$ cat config.mk
export PLATFORM = sky130hd
export DESIGN_NAME = fetch_unit
export DESIGN_NICKNAME = d
export VERILOG_FILES = /design/src/rtl/fetch_unit.sv
export SDC_FILE = /design/constraint.sdc
export NUM_CORES = 1
export LEC_CHECK = 0
export ABC_AREA = 0
export BUFFER_PORTS_ARGS = -buffer_cell sky130_fd_sc_hd__buf_4
export CELL_PAD_IN_SITES_DETAIL_PLACEMENT = 0
export CELL_PAD_IN_SITES_GLOBAL_PLACEMENT = 1
export CORE_MARGIN = 5
export CORE_UTILIZATION = 37
export CTS_CLUSTER_SIZE = 16
export DETAILED_ROUTE_END_ITERATION = 10
export GPL_ROUTABILITY_DRIVEN = 0
export PLACE_DENSITY = 0.81
export SETUP_SLACK_MARGIN = 0.4
export SYNTH_ARGS = -nofsm -noshare
export SYNTH_HDL_FRONTEND = slang
export SYNTH_SLANG_ARGS = --single-unit
$ cat constraint.sdc
create_clock -name clk -period 2.1 [get_ports clk]
set_input_delay 0.105 -clock clk [delete_from_list [all_inputs] [get_ports clk]]
set_output_delay 0.105 -clock clk [all_outputs]
set_load 0.01 [all_outputs]
$ cat src/rtl/fetch_unit.sv
// fetch_unit: instruction fetch stage for the multicycle RV32I core.
// Holds the PC and the instruction register. It issues one req/ack read to
// instruction memory per load_instr and reports a stall while the read is
// outstanding.
//
// Optional feature macro: FETCH_TIMEOUT_EN. When it is defined, a fetch that
// gets no ack for TIMEOUT_CYCLES WAIT cycles completes with NOP_INSTR and sets
// the sticky fetch_err flag.
//
// Ports:
//   clk, reset_n          rising-edge clock, asynchronous active-low reset
//   load_instr            start a fetch at the current PC (ignored in WAIT)
//   inc_pc, sel_addr      PC update: PC+4, or jump_addr with bits [1:0] cleared
//   jump_addr[31:0]       jump target from the ALU
//   imem_req, imem_addr   memory read request and the latched address
//   imem_rdata, imem_ack  memory read data and completion
//   instr, opcode         instruction register and its bits [6:0]
//   pc                    current PC
//   instr_valid           one-cycle pulse when instr is written
//   fetch_stall           high while a fetch is outstanding
//   misalign, fetch_err   sticky flags, cleared only by reset
module fetch_unit #(
  parameter logic [31:0] RESET_PC  = 32'h0000_0000,
  parameter logic [31:0] NOP_INSTR = 32'h0000_0013
`ifdef FETCH_TIMEOUT_EN
  , parameter int unsigned TIMEOUT_CYCLES = 16
`endif
) (
  input  logic        clk,
  input  logic        reset_n,
  input  logic        load_instr,
  input  logic        inc_pc,
  input  logic        sel_addr,
  input  logic [31:0] jump_addr,
  output logic        imem_req,
  output logic [31:0] imem_addr,
  input  logic [31:0] imem_rdata,
  input  logic        imem_ack,
  output logic [31:0] instr,
  output logic [6:0]  opcode,
  output logic [31:0] pc,
  output logic        instr_valid,
  output logic        fetch_stall,
  output logic        misalign,
  output logic        fetch_err
);

  typedef enum logic {
    S_IDLE = 1'b0,
    S_WAIT = 1'b1
  } state_t;

  state_t state;

`ifdef FETCH_TIMEOUT_EN
  localparam int unsigned CNT_W = $clog2(TIMEOUT_CYCLES + 1);
  logic [CNT_W-1:0] wait_cnt;
`endif

  assign opcode = instr[6:0];

  // PC update. This block is independent of the fetch FSM. A fetch already
  // in flight keeps its own latched imem_addr.
  always_ff @(posedge clk or negedge reset_n) begin
    if (!reset_n) begin
      pc       <= RESET_PC;
      misalign <= 1'b0;
    end else if (inc_pc) begin
      if (sel_addr) begin
        pc <= {jump_addr[31:2], 2'b00};
        if (jump_addr[1:0] != 2'b00) begin
          misalign <= 1'b1;
        end
      end else begin
        pc <= pc + 32'd4;
      end
    end
  end

  // Fetch FSM. It drives the request, the stall and the instruction register.
  always_ff @(posedge clk or negedge reset_n) begin
    if (!reset_n) begin
      state       <= S_IDLE;
      imem_req    <= 1'b0;
      imem_addr   <= RESET_PC;
      instr       <= NOP_INSTR;
      instr_valid <= 1'b0;
      fetch_stall <= 1'b0;
`ifdef FETCH_TIMEOUT_EN
      wait_cnt    <= '0;
      fetch_err   <= 1'b0;
`endif
    end else begin
      instr_valid <= 1'b0;
      case (state)
        S_IDLE: begin
          if (load_instr) begin
            imem_addr   <= pc;
            imem_req    <= 1'b1;
            fetch_stall <= 1'b1;
            state       <= S_WAIT;
`ifdef FETCH_TIMEOUT_EN
            wait_cnt    <= '0;
`endif
          end
        end
        S_WAIT: begin
          // An ack in the timeout cycle still wins and completes the fetch normally.
          if (imem_ack) begin
            instr       <= imem_rdata;
            instr_valid <= 1'b1;
            imem_req    <= 1'b0;
            fetch_stall <= 1'b0;
            state       <= S_IDLE;
          end
`ifdef FETCH_TIMEOUT_EN
          else if (wait_cnt == CNT_W'(TIMEOUT_CYCLES - 1)) begin
            instr       <= NOP_INSTR;
            instr_valid <= 1'b1;
            imem_req    <= 1'b0;
            fetch_stall <= 1'b0;
            fetch_err   <= 1'b1;
            state       <= S_IDLE;
          end else begin
            wait_cnt <= wait_cnt + CNT_W'(1);
          end
`endif
        end
        default: state <= S_IDLE;
      endcase
    end
  end

`ifndef FETCH_TIMEOUT_EN
  assign fetch_err = 1'b0;
`endif

endmodule

After elaboration in Yosys (flattened, before gate mapping) --
Cells that the tools add are included.
Word-level totals: bits in registers 100, bits in latches 0, bits in writable memories 0, ROM bits 0, logic and storage cells 25, memories kept 0
Operators by class: $add $sub $neg 1, multiply operators 0, div/mod/pow operators 0, order comparisons 0, equality and inequality tests 2, shift-type cells 0, muxes and demuxes 9, bitwise gates (word level) 1, reduce and logical (&&, ||, !) cells 5
Operator list (number):
- adder 32 x 3 -> 32 bit (second input constant) | 1
- 2-to-1 mux 32 bit | 1
- 2-to-1 mux 1 bit | 6
- AND reduction 2 bit | 3
- != test 2 bit (second input constant) | 2
- case mux 1 bit (2 select lines) | 2
- AND reduction 3 bit | 1
- nonzero test 2 bit | 1
- inverter 1 bit | 1

Depth between registers and ports, before layout --
Gate-level depths: netlist of the first run.
depth after elaboration 3, mapped depth 7, mapped depth without buffers 6

Worst setup path after synthesis of the first run --
OpenSTA, ideal clock, no wires.
kind reg2reg, start point register pc[2], end point register pc[24], library setup time 121 ps, data arrival time 1694 ps, required time 1979 ps, setup slack 285 ps, stages on the path, launching flop included 8, buffers on the path 1, clock period less this slack 1815 ps, cell sequence dfrtp_1 > ha_1 > nand2_1 > nor4_4 > buf_2 > nand4_1 > mux2i_1 > nand2_1
On the way: longest elaborated chain between the ends 2
RTL lines:
- start, declared | RTL line 41 | output logic [31:0] pc,
- start signal, assigned | RTL line 70 | pc <= {jump_addr[31:2], 2'b00};
- start signal, assigned | RTL line 75 | pc <= pc + 32'd4;
- adder 32 x 3 -> 32 bit | RTL line 75
- 2-to-1 mux 32 bit | RTL line 69 | if (sel_addr) begin
No other way between the ends. A chain may end at the register's enable or synchronous reset.

Final worst setup path of the first run --
start point register pc[10], end point register pc[23]
The elaborated chain is that of the path after synthesis.

==> impl_metrics.env, run 1 <==
export IMPL_outcome="complete, no violations"
export IMPL_rsz0062_at_grt="yes"
export IMPL_end_kind="register"
export IMPL_cts_tree="yes"
export IMPL_synth_distinct_cells=52
export IMPL_synth_area_top_cells="dfrtp_1, mux2_2, a21oi_1"
export IMPL_start_util=0.3814
export IMPL_worst_setup_path_type="register to register"
export IMPL_tns_ps=0
export IMPL_synthMuxAreaShare=0.1612
export IMPL_antenna_found_initial=0
export IMPL_synth_ff_type="dfrtp_1"
export IMPL_clock_skew_ps=5.631
export IMPL_core_region_area_mm2=0.01211
export IMPL_cts_made_buffers=9
export IMPL_vdd_drop_max_v=0.0003949
export IMPL_startpoint="pc[10]"
export IMPL_grt_pass1_vias=4100
export IMPL_min_period_over_period=0.7960
export IMPL_synth_top_area_frac=0.5038
export IMPL_switching_share=0.3056
export IMPL_finalCriticalPeriod_ps=1672
export IMPL_grt_ovfl_total=0
export IMPL_power_frac_clock=0.269
export IMPL_boundaryPins=178
export IMPL_dr_pass1_iters=4
export IMPL_timing_fmax_ghz=0.5982
export IMPL_async_reset_ff_frac=1.000
export IMPL_cts_buffer_depth=2
export IMPL_drc=0
export IMPL_cp_endpoint="pc[23]"
export IMPL_max_stage_delay_ps=430
export IMPL_yosysWarnings=0
export IMPL_synthAdderAreaFrac=0.002709
export IMPL_power_leakage_uw=0.003221
export IMPL_clk_pin_slew_ps=70
export IMPL_ff2ff_path_depth=6
export IMPL_drt_wl_total_mm=13.88
export IMPL_synthSimpleGateAreaFrac=0.1563
export IMPL_setup_ws_ps=428.3
export IMPL_p_int_uw=4510
export IMPL_pwr_share_comb=0.323
export IMPL_path_cells="nand4_1 -> nor4_4 -> buf_4 -> nand4_1 -> mux2i_1 -> nand2_1"
export IMPL_place_hpwl_mm=9.694
export IMPL_synth_compound_area_frac=0.1043
export IMPL_reg2reg_slack_ps=430
export IMPL_cp_max_fo=7
export IMPL_hold_class="input port to register"
export IMPL_cts_htree_levels=3
export IMPL_worstMarginPinSlew_ps=754.3
export IMPL_wl_per_cell_um=17.13
export IMPL_die_x_um=121.7
export IMPL_synthToLayoutAreaGrowth_pct=51.08
export IMPL_synth_top_family_by_area="multiplexers"
export IMPL_row_count=40
export IMPL_viasPerCell=5.062
export IMPL_grt_max_degree=40
export IMPL_yosys_top_cells_count="dfrtp_1, mux2_2, a21oi_1"
export IMPL_synth_top_area_cell="dfrtp_1"
export IMPL_critPathMostFrequentCell="nand4_1"
export IMPL_r2r_end="pc[23]"
export IMPL_clk_latency_ps=350
export IMPL_clock_sinks=96
export IMPL_grt_pass1_wl_mm=21.59
export IMPL_layout_nets=708
export IMPL_avgSynthCellArea_um2=11.13
export IMPL_synth_most_common_cell="dfrtp_1"
export IMPL_synth_seq_cells=96
export IMPL_maxSlewViolCount=0
export IMPL_crit_slowest_cell="dfrtp_2"
export IMPL_drtAntennaViolNets=0
export IMPL_crit_reg2reg_launch="pc[10]"
export IMPL_layout_drive_gt1_share=0.4907
export IMPL_cts_root_buf="clkbuf_16"
export IMPL_synth_area_mm2=0.004619
export IMPL_pwr_share_seq=0.408
export IMPL_cap_violations=0
export IMPL_hold_viol=0
export IMPL_cellPowerDensity_mw_per_mm2=930.7
export IMPL_dp_slack_ps=260.1
export IMPL_required_ps=2330
export IMPL_power_switching_uw=1985
export IMPL_max_slew_margin_rel=0.4966
export IMPL_n_antenna_cell=0
export IMPL_grt_use_total=0.1840
export IMPL_die_h_um=121.7
export IMPL_synthXorXnorAreaFrac=0
export IMPL_io_buffer_count=172
export IMPL_ys_seq_area_frac=0.5209
export IMPL_fin_util=0.5762
export IMPL_setup_violations=0
export IMPL_synth_edf_count=0
export IMPL_syn_inst=415
export IMPL_drt_iter0_drc=170
export IMPL_startpoint_type="register"
export IMPL_vias=4100
export IMPL_critPathArrivalTime_ps=1910
export IMPL_die_area_mm2=0.01482
-- per-layer routing --
| metal | track usage | up-vias | routed length [µm] |
|---|---|---|---|
| met5 | 0 | - | 0 |
| met3 | 0.04364 | 20 | 1164 |
| met1 | 0.2459 | 1974 | 6011 |
| li1 | - | 1923 | - |
| met2 | 0.2933 | 183 | 6434 |
| met4 | 0.06443 | 0 | 265 |
-- cells in the final DEF (no fill, tap or decap), types with 9 or more instances in the layout --
cell type / count
o21ai_0: 17
dfrtp_1: 79
mux2_2: 58
nand3_1: 13
dfrtp_2: 14
clkbuf_16: 9
nor2b_1: 13
nor2_1: 26
buf_4: 200
dlygate4sd3_1: 40
nand4_1: 19
nand2_1: 25
a21oi_1: 30
inv_1: 9
-- repair_timing --
item,CTS,global route
resized for setup,10,13
pin swaps,3,8
hold buffers,40,0
setup endpoints to repair,15,13
setup buffers,7,11
endpoints found under the hold margin,76,0
-- per-stage QoR --
step	std cells	hold WS (ps)	total power [µW]	area, µm²
2_1_floorplan	419	-190.6	3556	4639
3_3_place_gp	736	110.7	4597	6056
3_5_place_dp	736	121.1	4658	6056
4_1_cts	799	3.023	6510	6858
5_1_grt	810	3.823	6861	6979
6_report	810	8.175	6496	6979
-- how the worst min path moves through the flow --
stage,startpoint,end,slack [ps],cells after the start
floorplan,reset_n,fetch_stall,-190,0
global placement,reset_n,instr[25],110,1
detailed placement,reset_n,instr[22],120,1
CTS,jump_addr[0],misalign,3,3
global route,imem_rdata[14],instr[14],4,2
finish,jump_addr[0],misalign,8,3
-- layout make-up --
type | count | area, µm²
Timing Repair Buffer | 244 | 1973
Clock inverter | 6 | 83.83
Tap cell | 168 | 210.2
Sequential cell | 96 | 2424
Clock buffer | 10 | 229.0
Multi-Input combinational cell | 277 | 2026
Fill cell | 1054 | 5132
Inverter | 9 | 33.78
-- registers in the layout, summed over array words and instances (netlist names) --
register and flops:
instr 32, imem_addr 30, pc 30, fetch_stall 1, instr_valid 1, misalign 1, state 1
-- logic make-up after synthesis --
| group | Yosys count |
|---|---|
| and+or+nand+nor | 126 |
| DFF | 96 |
| AOI/OAI and AO/OA | 78 |
| muxes | 67 |
| buffers and inverters | 46 |
| adders and majority gates | 1 |
| other | 1 |
-- critical path, delay by kind of cell, from the launching register on --
kind | cells | cell delay (ps)
simple gates | 4 | 770
flops | 1 | 430
buf+inv | 1 | 190
mux | 1 | 180
-- power groups by stage --
stage | clock network [µW] | logic [µW] | registers [µW]
final | 1750 | 2100 | 2650
after global routing | 1880 | 2270 | 2710
after CTS | 1790 | 2070 | 2650
after detailed placement | 0 | 1970 | 2690
after global placement | 0 | 1940 | 2650
after floorplan | 0 | 736 | 2820
(Power assumes the default switching activity.)
==> run 2, diff against run 1 <==
==> constraint.sdc (replaced) <==
create_clock -name clk -period 1.7 [get_ports clk]
set_input_delay 0.085 -clock clk [delete_from_list [all_inputs] [get_ports clk]]
set_output_delay 0.085 -clock clk [all_outputs]
set_load 0.01 [all_outputs]
==> run 2 against run 1 <==
  * Non-clock buffer count is 30 higher
  * Critical endpoint is now pc[31]
  * Highest routed layer unchanged
  * Core utilization is 3.1 points higher
  * Sequential share of layout area is 1.8 points lower
  * Final cell count is 3.7% higher
  * Largest power group unchanged
  * Largest cell class unchanged
  * Critical path depth is 1 lower
  * Sequential cell count stayed put
  * Combinational power is 38% higher
==> impl_metrics.env, run 2 (synthesized netlist as in run 1, its figures left out) <==
export IMPL_outcome="complete, no violations"
export IMPL_cap_violations=0
export IMPL_multi_input_area_mm2=0.002146
export IMPL_cts_tree="yes"
export IMPL_grt_pass1_vias=4411
export IMPL_maxSlewViolCount=0
export IMPL_critPathArrivalTime_ps=1870
export IMPL_tns_ps=0
export IMPL_crit_slowest_cell="dfrtp_2"
export IMPL_grt_use_total=0.1984
export IMPL_critPathMostFrequentCell="nand4_1"
export IMPL_power_leakage_uw=0.003407
export IMPL_die_area_mm2=0.01482
export IMPL_synthToLayoutAreaGrowth_pct=59.32
export IMPL_viasPerCell=5.107
export IMPL_worstMarginPinSlew_ps=542.0
export IMPL_min_path_cells=3
export IMPL_final_common_cell="buf_4"
export IMPL_row_count=40
export IMPL_required_ps=1990
export IMPL_vdd_drop_max_v=0.0004621
export IMPL_antenna_found_initial=0
export IMPL_worst_setup_path_type="register to register"
export IMPL_finalCriticalPeriod_ps=1580
export IMPL_ff2ff_path_depth=5
export IMPL_cts_buffer_depth=2
export IMPL_fill_cells=1005
export IMPL_setup_violations=0
export IMPL_fin_hold_ws_ps=17.94
export IMPL_core_region_area_mm2=0.01211
export IMPL_cp_max_fo=3
export IMPL_io_buffer_count=172
export IMPL_cellPowerDensity_mw_per_mm2=1092
export IMPL_cts_htree_levels=3
export IMPL_max_stage_delay_ps=400
export IMPL_cts_made_buffers=9
export IMPL_drc=0
export IMPL_drtAntennaViolNets=0
export IMPL_startpoint_type="register"
export IMPL_regMostFlops="instr"
export IMPL_ff_latch_area_mm2=0.002424
export IMPL_min_period_over_period=0.9296
export IMPL_grt_pass1_wl_mm=23.06
export IMPL_max_slew_margin_rel=0.6387
export IMPL_layout_drive_gt1_share=0.5342
export IMPL_reg2reg_slack_ps=120
export IMPL_grt_max_degree=97
export IMPL_hold_viol=0
export IMPL_grt_ovfl_total=0
export IMPL_end_kind="register"
export IMPL_die_h_um=121.7
export IMPL_boundaryPins=178
export IMPL_final_cell_mix="buf_4, dfrtp_1, mux2_2"
export IMPL_path_cells="nand4_1 -> nor4_4 -> nand4_1 -> mux2_4 -> nor2_2"
export IMPL_clk_latency_ps=350
export IMPL_start_util=0.3814
export IMPL_n_antenna_cell=0
export IMPL_clk_pin_slew_ps=70
export IMPL_dr_pass1_iters=4
export IMPL_place_hpwl_mm=10.19
export IMPL_layout_nets=738
export IMPL_largest_reg_flops=32
export IMPL_cts_root_buf="clkbuf_16"
export IMPL_timing_fmax_ghz=0.6328
export IMPL_rsz0062_at_grt="yes"
export IMPL_die_x_um=121.7
export IMPL_drt_iter0_drc=252
export IMPL_clock_skew_ps=7.632
export IMPL_wl_per_cell_um=17.53
export IMPL_drt_wl_total_mm=14.73
export IMPL_hold_class="input port to register"
export IMPL_top_regs="instr (32), imem_addr (30), pc (30)"
export IMPL_vias=4290
export IMPL_clock_sinks=96
[run 2: worst max-delay path: cells and delay by family (launching register included)]
kind / cells / cell delay, ps
AND/OR/NAND/NOR: 4 / 790
flip-flops: 1 / 400
multiplexers: 1 / 330
[run 2: layer usage]
metal | vias up | GRT usage | share of wire
met4 | 0 | 0.09104 | 0.029
met1 | 2086 | 0.2466 | 0.40
li1 | 1983 | - | -
met3 | 28 | 0.03946 | 0.068
met2 | 193 | 0.3330 | 0.50
met5 | - | 0 | 0
[run 2: what timing repair did]
item | CTS | global route
resized for setup | 25 | 14
setup endpoints to repair | 25 | 29
pin swaps | 31 | 12
hold buffers | 45 | 0
endpoints found under the hold margin | 136 | 0
buffers inserted | 21 | 2
[run 2: worst paths after layout]
path / endpoint / start
max in group asynchronous: pc[15] / reset_n
setup reg to reg: pc[31] / pc[11]
hold / removal: pc[18] / jump_addr[18]
setup / recovery: pc[31] / pc[11]
hold reg to reg: imem_addr[29] / imem_addr[29]
min in group asynchronous: imem_addr[6] / reset_n
[run 2: report_power, final]
| part | switching [µW] | internal [µW] | total [µW] |
|---|---|---|---|
| combinational | 1290 | 1600 | 2890 |
| sequential | 373 | 2840 | 3210 |
| clock | 896 | 1040 | 1930 |
[run 2: final cells by class]
type,count,area share
tap,168,0.02856
sequential,96,0.3293
clock inverter,6,0.005780
clock buffer,10,0.03247
inverter,9,0.004590
timing repair buffer,274,0.3077
multi-input combinational,277,0.2916
[run 2: per-stage QoR]
step	power [µW]	util	std cells	cell area [µm²]	setup WS [ps]
after global placement	5838	0.5193	756	6290	100.3
after detailed placement	5906	0.5193	756	6290	70.92
after floorplan	4439	-	419	4710	71.39
final	8034	0.6076	840	7360	119.7
after global routing	8468	0.6076	840	7360	40.01
after CTS	8081	0.6005	838	7273	91.67
==> run 3, diff against run 2 <==
--- a/config.mk
+++ b/config.mk
@@ -5,16 +5,16 @@
 export SDC_FILE = /design/constraint.sdc
 export NUM_CORES = 1
 export LEC_CHECK = 0
-export ABC_AREA = 0
+export ABC_AREA = 1
 export BUFFER_PORTS_ARGS = -buffer_cell sky130_fd_sc_hd__buf_4
 export CELL_PAD_IN_SITES_DETAIL_PLACEMENT = 0
 export CELL_PAD_IN_SITES_GLOBAL_PLACEMENT = 1
 export CORE_MARGIN = 5
-export CORE_UTILIZATION = 37
+export CORE_UTILIZATION = 35
 export CTS_CLUSTER_SIZE = 16
 export DETAILED_ROUTE_END_ITERATION = 10
 export GPL_ROUTABILITY_DRIVEN = 0
-export PLACE_DENSITY = 0.81
+export PLACE_DENSITY = 0.82
 export SETUP_SLACK_MARGIN = 0.4
 export SYNTH_ARGS = -nofsm -noshare
 export SYNTH_HDL_FRONTEND = slang
==> run 3 against run 2 <==
  * Final cell count rose by 25%
  * Combinational power decreased by 13%
  * Via count up 17%
  * First-iteration DRC count up 20%
  * Sequential power fell by 2%
  * Final area rose by 2.6%
  * Synthesized cell count is 50% higher
  * Clock power is 11% higher
  * Sequential share of layout area decreased by 0.74 points
  * Hold slack improved by 2.0 ps
  * Critical path type unchanged
  * Critical endpoint is now pc[12]
==> impl_metrics.env, run 3 <==
export IMPL_synth_top_family_by_area="simple AND/OR/NAND/NOR gates"
export IMPL_drt_iter0_drc=303
export IMPL_boundaryPins=178
export IMPL_min_path_cells=3
export IMPL_synthXorXnorAreaFrac=0.005521
export IMPL_outcome="complete, no violations"
export IMPL_synth_area_mm2=0.004760
export IMPL_path_cells="ha_4 -> nand2_4 -> nor2_4 -> nand3_4 -> clkinv_2 -> a21oi_1 -> o21ai_1 -> nand2_1"
export IMPL_synthMuxAreaShare=0.009464
export IMPL_drtAntennaViolNets=0
export IMPL_vdd_drop_max_v=0.0005526
export IMPL_min_to="pc[13]"
export IMPL_startpoint_type="register"
export IMPL_rsz0062_at_grt="yes"
export IMPL_cts_root_buf="clkbuf_16"
export IMPL_synth_top_area_frac=0.4890
export IMPL_syn_inst=622
export IMPL_power_leakage_uw=0.003805
export IMPL_grt_pass1_vias=5083
export IMPL_worst_setup_path_type="register to register"
export IMPL_dpl_instance_area_mm2=0.006276
export IMPL_hold_class="input port to register"
export IMPL_cts_buffer_depth=2
export IMPL_max_stage_delay_ps=410
export IMPL_dr_pass1_iters=5
export IMPL_synth_edf_count=0
export IMPL_synth_area_top_cells="dfrtp_1, nand2_1, o21ai_0"
export IMPL_synthToLayoutAreaGrowth_pct=58.65
export IMPL_avgSynthCellArea_um2=7.652
export IMPL_clk_pin_slew_ps=70
export IMPL_timing_fmax_ghz=0.6897
export IMPL_grt_pass1_wl_mm=26.10
export IMPL_r2r_end="pc[12]"
export IMPL_cts_htree_levels=3
export IMPL_regMostFlops="instr"
export IMPL_n_antenna_cell=0
export IMPL_cap_violations=0
export IMPL_max_slew_margin_rel=0.5960
export IMPL_die_h_um=126.6
export IMPL_ff_latch_area_mm2=0.002431
export IMPL_final_common_cell="nand2_1"
export IMPL_synth_compound_area_frac=0.07229
export IMPL_grt_max_degree=41
export IMPL_cpLargestDelayFamily="simple AND/OR/NAND/NOR gates"
export IMPL_maxSlewViolCount=0
export IMPL_synth_distinct_cells=33
export IMPL_worstMarginPinSlew_ps=605.3
export IMPL_layout_nets=942
export IMPL_vias=5005
export IMPL_crit_slowest_cell="dfrtp_2"
export IMPL_fill_cells=1186
export IMPL_critPathArrivalTime_ps=1690
export IMPL_hold_viol=0
export IMPL_synthSimpleGateAreaFrac=0.3231
export IMPL_reg2reg_slack_ps=250
export IMPL_cp_max_fo=4
export IMPL_clock_skew_ps=7.005
export IMPL_drt_wl_total_mm=16.80
export IMPL_viasPerCell=4.758
export IMPL_synth_most_common_cell="nand2_1"
export IMPL_largest_reg_flops=32
export IMPL_synth_seq_cells=96
export IMPL_io_buffer_count=172
export IMPL_clock_sinks=96
export IMPL_clk_latency_ps=350
export IMPL_crit_reg2reg_launch="pc[2]"
export IMPL_min_period_over_period=0.8528
export IMPL_required_ps=1940
export IMPL_async_reset_ff_frac=1.000
export IMPL_yosysWarnings=0
export IMPL_grt_ovfl_total=0
export IMPL_cts_made_buffers=9
export IMPL_multi_input_area_mm2=0.002226
export IMPL_setup_violations=0
export IMPL_cellPowerDensity_mw_per_mm2=1034
export IMPL_instances_no_fill=1052
export IMPL_end_kind="register"
export IMPL_cts_tree="yes"
export IMPL_start_util=0.3580
export IMPL_core_region_area_mm2=0.01330
export IMPL_layout_drive_gt1_share=0.3710
export IMPL_place_hpwl_mm=11.76
export IMPL_wl_per_cell_um=15.97
export IMPL_yosys_top_cells_count="nand2_1, dfrtp_1, inv_1"
export IMPL_antenna_found_initial=0
export IMPL_grt_use_total=0.2056
export IMPL_synthAdderAreaFrac=0.002629
export IMPL_top_regs="instr (32), imem_addr (30), pc (30)"
export IMPL_die_x_um=126.6
export IMPL_tns_ps=0
export IMPL_crit_buf_inv=1
export IMPL_hold_start="jump_addr[13]"
export IMPL_ff2ff_path_depth=8
export IMPL_die_area_mm2=0.01603
export IMPL_ys_seq_area_frac=0.5055
export IMPL_row_count=42
export IMPL_synth_ff_type="dfrtp_1"
export IMPL_place_inst=958
export IMPL_final_area_mm2=0.007551
export IMPL_synth_top_area_cell="dfrtp_1"
export IMPL_drc=0
export IMPL_final_cell_mix="nand2_1, buf_4, dfrtp_1"
export IMPL_finalCriticalPeriod_ps=1450
[run 3: stage by stage]
stage,utilization,hold WS [ps],power (µW),worst slack (ps)
detailed placement,0.4721,79.17,5370,121.8
finish,0.5679,19.91,7804,250.2
global route,0.5679,23.41,8261,161.1
global placement,0.4721,70.28,5334,101.6
floorplan,-,-210.6,4110,364.5
CTS,0.5447,7.573,7707,293.0
[run 3: final cells by class]
| class | instances | area share |
|---|---|---|
| sequential | 96 | 0.3220 |
| multi-input combinational | 445 | 0.2948 |
| clock inverter | 4 | 0.006794 |
| inverter | 52 | 0.02601 |
| clock buffer | 12 | 0.03529 |
| tap | 176 | 0.02916 |
| timing repair buffer | 267 | 0.2860 |
[run 3: worst register-to-register path: stages, from the launching register on]
cell and delay, ps:
dfrtp_2 410, ha_4 180, nand2_4 60, nor2_4 170, nand3_4 130, clkinv_2 100
a21oi_1 60, o21ai_1 140, nand2_1 70
[run 3: worst max path at each step]
stage	slack, ps	start	depth (start not counted)	endpoint
2_1_floorplan	360	pc[2]	10	pc[20]
3_3_place_gp	100	pc[2]	7	pc[24]
3_5_place_dp	120	pc[2]	7	pc[24]
4_1_cts	290	pc[3]	10	pc[20]
5_1_grt	160	pc[12]	9	pc[26]
6_report	250	pc[2]	8	pc[12]
[run 3: kinds of logic (layout without fill, tap and decap cells)]
logic type	after synthesis	count (layout)
simple gates	370	370
mux	4	4
fa+ha+maj	1	1
buf+inv	85	335
compound gates	62	62
flops	96	96
other cells	1	5
xor+xnor	3	3
[run 3: power breakdown]
part	switching, µW	total [µW]	internal (µW)
Clock	878	2140	1260
Combinational	1270	2510	1240
Sequential	382	3160	2770
Total	2530	7800	5280
[run 3: routing by layer]
| layer | vias to the layer above | track usage | routed length [µm] |
|---|---|---|---|
| met5 | - | 0 | 0 |
| met4 | 0 | 0.08076 | 419 |
| met3 | 31 | 0.05170 | 1372 |
| met2 | 202 | 0.3437 | 7934 |
| met1 | 2343 | 0.2553 | 7069 |
| li1 | 2429 | - | - |
[run 3: repair_timing]
action,4_1_cts,5_1_grt
endpoints found under the hold margin,72,0
buffers inserted,12,19
resized for setup,34,48
pin swaps,9,17
endpoints found under the setup margin,34,27
hold buffers,47,0
